===== src/rtl/dmux8_arb_pkg.sv =====
// Shared types and constants for the 8-way round-robin dmux arbiter.
package dmux8_arb_pkg;

    localparam int unsigned NUM_REQ = 8;
    localparam int unsigned SEL_W   = 3;

    typedef enum logic {IDLE, GRANT} arb_state_t;

    typedef logic [SEL_W-1:0] req_idx_t;

    function automatic logic [NUM_REQ-1:0] onehot(input req_idx_t idx);
        logic [NUM_REQ-1:0] vec;
        vec      = '0;
        vec[idx] = 1'b1;
        return vec;
    endfunction

endpackage


===== src/rtl/rr_pick8.sv =====
// Combinational round-robin pick: first set request scanning from last+1 with wrap.
module rr_pick8
    import dmux8_arb_pkg::*;
(
    input  logic [NUM_REQ-1:0] req,
    input  req_idx_t           last,
    output logic               valid,
    output req_idx_t           win
);

    req_idx_t               start;
    req_idx_t               rot_idx;
    logic [2*NUM_REQ-1:0]   dbl;
    logic [NUM_REQ-1:0]     rot;

    assign start = last + req_idx_t'(1);

    always_comb begin
        dbl     = {req, req};
        // rot[0] is the request right after the previous owner
        rot     = dbl[start +: NUM_REQ];
        rot_idx = '0;
        for (int i = NUM_REQ - 1; i >= 0; i--) begin
            if (rot[i]) begin
                rot_idx = req_idx_t'(i);
            end
        end
        valid = |req;
        win   = rot_idx + start;
    end

endmodule


===== src/rtl/dmux8_rr_arbiter.sv =====
// Round-robin arbiter for one dmux_8_way path; grant held until release.
// Optional grant timeout enabled by defining DMUX8_ARB_TIMEOUT_EN.
module dmux8_rr_arbiter
    import dmux8_arb_pkg::*;
#(
    parameter int unsigned MAX_HOLD = 16
) (
    input  logic               clk,
    input  logic               reset,
    input  logic [NUM_REQ-1:0] req,
    input  logic               done,
    output logic [NUM_REQ-1:0] gnt,
    output logic [SEL_W-1:0]   sel,
    output logic               busy,
    output logic               timeout
);

    arb_state_t         state_q;
    logic [NUM_REQ-1:0] gnt_q;
    req_idx_t           sel_q;
    req_idx_t           last_q;
    logic               pick_valid;
    req_idx_t           pick_win;

    rr_pick8 u_pick (
        .req   (req),
        .last  (last_q),
        .valid (pick_valid),
        .win   (pick_win)
    );

`ifdef DMUX8_ARB_TIMEOUT_EN
    localparam int unsigned HOLD_W = $clog2(MAX_HOLD + 1);

    logic [HOLD_W-1:0] hold_q;
    logic              timeout_q;
`else
    logic [31:0] unused_max_hold;
    assign unused_max_hold = 32'(MAX_HOLD);
`endif

    always_ff @(posedge clk) begin
        if (reset) begin
            state_q <= IDLE;
            gnt_q   <= '0;
            sel_q   <= '0;
            last_q  <= req_idx_t'(NUM_REQ - 1);
`ifdef DMUX8_ARB_TIMEOUT_EN
            hold_q    <= '0;
            timeout_q <= 1'b0;
`endif
        end else begin
`ifdef DMUX8_ARB_TIMEOUT_EN
            timeout_q <= 1'b0;
`endif
            case (state_q)
                IDLE: begin
                    if (pick_valid) begin
                        gnt_q   <= onehot(pick_win);
                        sel_q   <= pick_win;
                        state_q <= GRANT;
`ifdef DMUX8_ARB_TIMEOUT_EN
                        hold_q  <= '0;
`endif
                    end
                end
                GRANT: begin
                    // sel_q holds the current owner for the whole grant
                    if (done || !req[sel_q]) begin
                        gnt_q   <= '0;
                        last_q  <= sel_q;
                        state_q <= IDLE;
`ifdef DMUX8_ARB_TIMEOUT_EN
                    end else if (hold_q == HOLD_W'(MAX_HOLD - 1)) begin
                        gnt_q     <= '0;
                        last_q    <= sel_q;
                        state_q   <= IDLE;
                        timeout_q <= 1'b1;
                    end else begin
                        hold_q <= hold_q + HOLD_W'(1);
`endif
                    end
                end
            endcase
        end
    end

    assign gnt  = gnt_q;
    assign sel  = sel_q;
    assign busy = |gnt_q;
`ifdef DMUX8_ARB_TIMEOUT_EN
    assign timeout = timeout_q;
`else
    assign timeout = 1'b0;
`endif

endmodule


===== config.mk =====
export PLATFORM = sky130hd
export DESIGN_NAME = dmux8_rr_arbiter
export DESIGN_NICKNAME = d
export VERILOG_FILES = /design/src/rtl/dmux8_arb_pkg.sv /design/src/rtl/rr_pick8.sv /design/src/rtl/dmux8_rr_arbiter.sv
export SDC_FILE = /design/constraint.sdc
export NUM_CORES = 1
export LEC_CHECK = 0
export ABC_CLOCK_PERIOD_IN_PS = 5400
export CAP_MARGIN = 0
export CORE_UTILIZATION = 35
export CTS_BUF_LIST = sky130_fd_sc_hd__clkbuf_8
export DETAILED_ROUTE_END_ITERATION = 8
export DONT_BUFFER_PORTS = 1
export PLACE_DENSITY = 0.52
export SLEW_MARGIN = 30
export SYNTH_ARGS = -nofsm -noshare
export SYNTH_HDL_FRONTEND = slang
export SYNTH_SLANG_ARGS = --single-unit

===== constraint.sdc =====
create_clock -name clk -period 5.4 [get_ports clk]
set_input_delay 0.81 -clock clk [delete_from_list [all_inputs] [get_ports clk]]
set_output_delay 0.81 -clock clk [all_outputs]
set_load 0.005 [all_outputs]

==> results of run 1 <==
[cells by family (layout without fill, tap and decap cells)]
family / count (synthesis) / after routing / share of synthesized area (%)
fa+ha+maj: 3 / 3 / 3.358
compound gates: 38 / 38 / 22.11
mux: 23 / 23 / 25.65
simple gates: 47 / 47 / 20.15
buf+inv: 12 / 11 / 4.757
other cells: 1 / 1 / 0.2796
xor+xnor: 2 / 2 / 1.306
flops: 15 / 15 / 22.39
[layout make-up]
type,count,share of cell area [%]
Sequential cell,15,21.20
Tap cell,48,4.240
Multi-Input combinational cell,114,68.99
Clock inverter,1,0.3534
Clock buffer,3,2.915
Inverter,6,1.767
Timing Repair Buffer,1,0.5300
[stage by stage]
| stage | hold WS, ns | area [sq um] | utilization (%) | total power [W] | cells |
|---|---|---|---|---|---|
| floorplan | 0.4397 | 1341 | - | 0.0004674 | 141 |
| global placement | 0.4781 | 1370 | 37.42 | 0.0005217 | 184 |
| detailed placement | 0.4808 | 1370 | 37.42 | 0.0005308 | 184 |
| CTS | 0.4952 | 1416 | 38.69 | 0.0006241 | 188 |
| global route | 0.5251 | 1416 | 38.69 | 0.0006704 | 188 |
| finish | 0.4901 | 1416 | 38.69 | 0.0006184 | 188 |
[sequential cells by signal, indices dropped and copies added, names as in the netlist]
register and count:
state_q 1, last_q 3, sel 3, gnt 8
[worst min path at each step]
| stage | from | to | slack (ns) | cells past startpoint |
|---|---|---|---|---|
| 2_1_floorplan | last_q[1]$_SDFFE_PP1P_ | last_q[1]$_SDFFE_PP1P_ | 0.44 | 1 |
| 3_3_place_gp | last_q[1]$_SDFFE_PP1P_ | last_q[1]$_SDFFE_PP1P_ | 0.48 | 1 |
| 3_5_place_dp | last_q[1]$_SDFFE_PP1P_ | last_q[1]$_SDFFE_PP1P_ | 0.48 | 1 |
| 4_1_cts | last_q[1]$_SDFFE_PP1P_ | last_q[1]$_SDFFE_PP1P_ | 0.50 | 1 |
| 5_1_grt | last_q[1]$_SDFFE_PP1P_ | last_q[1]$_SDFFE_PP1P_ | 0.53 | 1 |
| 6_report | last_q[1]$_SDFFE_PP1P_ | last_q[1]$_SDFFE_PP1P_ | 0.49 | 1 |
[layout by cell type, fill, tap and decap left out, types with 2 or more instances in the layout]
cell type,netlist,layout
a211o_1,3,3
a211oi_1,2,2
a211oi_2,3,3
a21oi_1,6,6
clkbuf_8,0,3
dfxtp_1,15,15
ha_1,2,2
inv_1,5,5
mux2_2,6,6
mux2i_1,10,10
mux4_1,5,5
mux4_2,2,2
nand2_1,8,8
nand3_1,8,8
nor2_1,11,11
nor4_1,2,2
nor4_2,2,2
o21ai_0,7,7
o31ai_1,9,9
or2_1,7,7
or3_4,2,2
or4b_2,2,2
[synth_stat cells (3+ instances only)]
cell type / number
mux2_2: 6
inv_1: 5
a211o_1: 3
o31ai_1: 9
nor2_1: 11
a21oi_1: 6
or2_1: 7
nand2_1: 8
o21ai_0: 7
mux2i_1: 10
nand3_1: 8
a211oi_2: 3
mux4_1: 5
dfxtp_1: 15
[metal layers]
layer | GRT usage (%) | vias to the layer above | wire [microns]
met5 | 0 | - | 0
li1 | - | 550 | -
met4 | 5.966 | 0 | 63
met1 | 20.28 | 544 | 1438
met2 | 28.46 | 32 | 1517
met3 | 5.000 | 8 | 178
[power by group through the flow]
stage          combinational, W  sequential [W]  clock [W]
2_1_floorplan          0.000298        0.000170          0
3_3_place_gp           0.000340        0.000182          0
3_5_place_dp           0.000347        0.000184          0
4_1_cts                0.000349        0.000181  0.0000937
5_1_grt                0.000385        0.000186  0.0000998
6_report               0.000347        0.000180  0.0000912
==> summary.txt, run 1 <==
Synth
  • Yosys top cell area share: around 22%
  • Post-synthesis sequential area ratio: 22.39%
  • Ys async rst share: 0%
  • Leading cell types by total area after synthesis: dfxtp_1, mux4_1, mux2i_1
  • Post-synthesis register bit count: 15
  • Yosys top cell by area: dfxtp_1
  • Netlist cell types: between 40 and 50
  • Mean Syn Cell Area: 9.513 sq um
  • Number of flops mapped to enable cells by yosys: 0
  • Top_reg_cell synth: dfxtp_1
  • Mapped Nets: roughly 160
  • Gate Count Post-Synth: approximately 140
  • Synthesized area: roughly 0.0013 sq mm
  • Yosys warnings: 0

Global route
  • Number of global-route vias before repair: ~1100
  • GRT Total Usage: approximately 17%
  • Grt ovf: 0
  • Pin count of the biggest net entering global routing: 16
  • First-pass GRT wire length: roughly 5500 microns
  • Initial antenna violation count: 0

Power
  • Sw Ratio: a little over two fifths
  • Peak VDD IR: 0.0001868 V
  • Switching pwr: ~0.00027 W
  • Power per cell area: 436.6 mW/mm^2
  • Flop pwr share: between 20% and 30%
  • Internal: approximately 0.00035 W
  • Clock power share: around 15%
  • Combinational Power Share: roughly 56%
  • Standby leakage power: ~0.5 nW

Clock tree
  • Worst-skew pair later-pin latency: roughly 0.25 ns
  • Clk root buf: clkbuf_8
  • CTS tree: yes
  • Post-CTS sizing: 0
  • # clock sinks: 15
  • Post-CTS Setup Bufs: 0
  • Htree depth: 1
  • Clock transition at path regs: 0.06 ns
  • Hold Buf Count CTS: 0
  • Buffer depth of the longest clock path: 2
  • Num CTS Buffers: 3

Critical path
  • Max FO, Critical Path: 15
  • Worst path max stage delay: 0.75 ns
  • Cell mode on critical path: o21ai_0
  • Required time worst endpoint: 5.55 ns
  • WP data arrival: 4.25 ns
  • Slowest cell on the critical path: ha_1
  • CP startpoint kind: flip-flop
  • Reg-to-Reg Start: last_q[0]$_SDFFE_PP1P_
  • Worst Reg-to-Reg Cells: 10
  • R2R setup slack: ~1.3 ns
  • CP Class: flip-flop to flip-flop
  • CP delay by family, top: adder cells
  • Crit end category: flip-flop
  • WP depth: 10
  • Crit path from: last_q[0]$_SDFFE_PP1P_
  • Worst Path Buf+Inv: 0
  • Crit path cell chain: ha_1 > mux4_1 > o21ai_0 > o21ai_0 > a21oi_1 > o21ai_0 > ha_1 > fa_1 > or4b_2 > o31ai_1
  • Critical path endpoint: gnt[5]$_SDFFE_PP0P_
  • RR Endpoint: gnt[5]$_SDFFE_PP0P_

Floorplanning
  • Die area: approximately 0.0041 sq mm
  • Die Span Y: 63.91 microns
  • Placeable Area: approximately 0.0037 sq mm
  • Chip Width: between 60 and 70 microns
  • Initial Utilization: a little over a third
  • Number of cell rows: 22
  • Num ports: 24

Placed design
  • Final GP Congestion: between 0.9 and 1
  • DP HPWL: between 2000 and 2500 microns
  • IO buf count: 0
  • Pre-CTS WS: about 1.3 ns

Timing
  • Final hold vios: 0
  • Worst Tran Pin Value: about 0.63 ns
  • Slew headroom: approximately three fifths
  • RSZ-0062 raised after global routing: false
  • F_max: about 240 MHz
  • Setup TNS: 0 ns
  • Clock period minus worst slack: 4.096 ns
  • Final clock skew: 0.003693 ns
  • Final setup violation count: 0
  • Final worst slack: 1.304 ns
  • Max Slew Vio Count: 0
  • Final period util: around 76%

Route
  • Mean number of vias per cell: ~6.0
  • WL per Instance: 17.01 microns
  • Initial DRC count: 57
  • 1st-pass router iterations: 4
  • WL final: approximately 3200 microns
  • Routed Antenna Nets: 0
  • DRC viols: 0
  • Vias: between 1000 and 1500

Final layout
  • FILL cells: roughly 370
  • Storage element area: approximately 300 sq um
  • Area grow syn2layout: 5.597%
  • Share of cells above drive strength 1: between 10% and 20%
  • Nets@finish: roughly 160
  • # diodes: 0
  • Multi-input gate area: approximately 980 sq um

Status
  • Outcome: completed

Hold path
  • Hold Path Class: flip-flop to flip-flop

Run
  • Max-cap viol count: 0
No activity file was read; power rests on OpenSTA's default activity.
==> inputs of run 2 (changes only) <==
--- a/config.mk
+++ b/config.mk
@@ -5,7 +5,7 @@
 export SDC_FILE = /design/constraint.sdc
 export NUM_CORES = 1
 export LEC_CHECK = 0
-export ABC_CLOCK_PERIOD_IN_PS = 5400
+export ABC_CLOCK_PERIOD_IN_PS = 4150
 export CAP_MARGIN = 0
 export CORE_UTILIZATION = 35
 export CTS_BUF_LIST = sky130_fd_sc_hd__clkbuf_8
==> constraint.sdc (replaced) <==
create_clock -name clk -period 4.15 [get_ports clk]
set_input_delay 0.6225 -clock clk [delete_from_list [all_inputs] [get_ports clk]]
set_output_delay 0.6225 -clock clk [all_outputs]
set_load 0.005 [all_outputs]
==> run 2 against run 1 <==
Effect of this change: flip-flop and latch count unchanged; non-clock buffer count is 1 higher; worst hold slack got worse by 0.049 ns; wire length fell by 0.66%; sequential power grew 30%; worst setup slack worse by 1.0 ns; total power rose by 31%; combinational power is 32% higher; global-route usage is 0.14 points lower; first-iteration DRC count down 3.5%; sequential share of layout area down 0.15 points; highest routed layer unchanged; critical endpoint is now gnt[6]$_SDFFE_PP0P_.
==> summary.txt, run 2 (synthesized netlist as in run 1, its figures left out) <==
Status
  • Outcome: completed

Power
  • Peak VDD IR: 0.0002230 V
  • Combinational Power Share: between 50 and 60%
  • Internal: around 0.00046 W
  • Switching pwr: 0.0003553 W
  • Clock power share: 14.5%
  • Power per cell area: 568.4 mW/mm^2
  • Sw Ratio: between 40 and 50%
  • Standby leakage power: ~0.49 nW
  • Flop pwr share: 28.9%

Route
  • Vias: between 1000 and 1500
  • DRC viols: 0
  • Initial DRC count: 55
  • Mean number of vias per cell: 6.127
  • WL final: 3177 microns
  • 1st-pass router iterations: 4
  • Routed Antenna Nets: 0
  • WL per Instance: roughly 17 microns

Global route
  • GRT Total Usage: between 10% and 20%
  • Initial antenna violation count: 0
  • Pin count of the biggest net entering global routing: 15
  • First-pass GRT wire length: around 5400 microns
  • Number of global-route vias before repair: 1168
  • Grt ovf: 0

Critical path
  • Required time worst endpoint: between 4 and 5 ns
  • Slowest cell on the critical path: or4b_2
  • CP Class: flip-flop to flip-flop
  • Max FO, Critical Path: 9
  • CP startpoint kind: flip-flop
  • Worst path max stage delay: around 0.64 ns
  • Worst Path Buf+Inv: 1
  • WP data arrival: approximately 4.0 ns
  • CP delay by family, top: adder cells
  • Crit path cell chain: ha_2 > buf_4 > mux2_2 > mux2i_1 > a211oi_1 > a21oi_1 > o21ai_0 > ha_1 > fa_1 > or4b_2 > o31ai_1
  • Crit end category: flip-flop

Timing
  • Hold_ws: around 0.44 ns
  • RSZ-0062 raised after global routing: false
  • Final period util: ~93%
  • Final setup violation count: 0
  • Final clock skew: 0.005976 ns
  • Slew headroom: around 58%
  • Clock period minus worst slack: approximately 3.9 ns
  • Final hold vios: 0
  • Setup TNS: 0 ns
  • Max Slew Vio Count: 0
  • F_max: 259.3 MHz
  • Worst Tran Pin Value: 0.6232 ns

Floorplanning
  • Die Span Y: 63.91 microns
  • Initial Utilization: 36.64%
  • Number of cell rows: 22
  • Die area: around 0.0041 sq mm
  • Num ports: 24
  • Placeable Area: around 0.0037 sq mm
  • Chip Width: around 64 microns

Hold path
  • Hold Path Class: input pin to flip-flop

Clock tree
  • Num CTS Buffers: 3
  • Hold Buf Count CTS: 0
  • Htree depth: 1
  • Buffer depth of the longest clock path: 2
  • Worst-skew pair later-pin latency: 0.25 ns
  • CTS tree: yes
  • Clk root buf: clkbuf_8
  • # clock sinks: 15
  • Clock transition at path regs: about 0.060 ns

Placed design
  • Final GP Congestion: 0.8534
  • DP HPWL: 2479 microns
  • Post-place instance area: between 0.001 and 0.0015 sq mm
  • IO buf count: 0

Final layout
  • FILL cells: between 300 and 400
  • Largest register FFs: 8
  • Final Instance Area: ~0.0014 sq mm
  • Nets@finish: about 160
  • Area grow syn2layout: 6.343%
  • Storage element area: 300.3 sq um
  • Multi-input gate area: 979.7 sq um
  • Commonest non-fill, non-tap cells in the layout: dfxtp_1, nor2_1, mux2i_1, o31ai_1
  • # diodes: 0
  • Share of cells above drive strength 1: 19.86%
  • Commonest non-fill, non-tap cell in the layout: dfxtp_1

Run
  • Max-cap viol count: 0
run 2: cell types whose count changed in the layout (fill, tap and decap cells not counted):
cell   delta
ha_2      +1
ha_1      -1
buf_4     +1
run 2: final timing paths:
check | from | to | slack (ns) | depth (start not counted)
setup / recovery | last_q[0]$_SDFFE_PP1P_ | gnt[6]$_SDFFE_PP0P_ | 0.29 | 11
hold / removal | reset | sel[0]$_SDFFE_PP0P_ | 0.44 | 1
setup reg to reg | last_q[0]$_SDFFE_PP1P_ | gnt[6]$_SDFFE_PP0P_ | 0.29 | 11
hold reg to reg | last_q[1]$_SDFFE_PP1P_ | last_q[1]$_SDFFE_PP1P_ | 0.49 | 1
run 2: metal layers:
metal  vias to the layer above  GRT usage [%]  routed length [microns]
met5                         -              0                        0
met4                         0          5.398                       40
met3                         7          4.286                      149
met2                        25          29.39                     1566
met1                       579          19.78                     1421
li1                        547              -                        -
run 2: what timing repair did:
action | 4_1_cts | 5_1_grt
resized for setup | 0 | 1
buffers inserted | 0 | 0
setup endpoints to repair | 0 | 1
run 2: through the flow:
stage                     worst slack, ns  utilization, %  instances  total power, W
after floorplan                    0.5424               -        141       0.0006081
after global placement             0.3688           37.63        185       0.0006845
after detailed placement           0.2424           37.63        185       0.0006939
after CTS                          0.2218           38.89        189       0.0008163
after global routing              0.05706           38.96        189       0.0008795
final                              0.2937           38.96        189       0.0008108
run 2: final cells by class:
class	instances	area share (%)
multi-input combinational	114	68.68
sequential	15	21.05
tap	48	4.211
clock buffer	3	2.895
inverter	6	1.754
timing repair buffer	2	1.053
clock inverter	1	0.3509
run 2: worst reg2reg max path: cells and delay by family, from the launching register on:
family                   cells  cell delay [ns]
adder cells (fa/ha/maj)      3             1.17
buffers and inverters        1             0.22
AND/OR/NAND/NOR              1             0.64
AO/OA/AOI/OAI                4             0.62
flip-flops                   1             0.55
multiplexers                 2             0.60
run 2: power by group through the flow:
| stage | clock network, W | logic [W] | registers (W) |
|---|---|---|---|
| finish | 0.000118 | 0.000459 | 0.000234 |
| global route | 0.000130 | 0.000508 | 0.000242 |
| global placement | 0 | 0.000447 | 0.000238 |
| CTS | 0.000123 | 0.000457 | 0.000236 |
| floorplan | 0 | 0.000388 | 0.000221 |
| detailed placement | 0 | 0.000455 | 0.000239 |
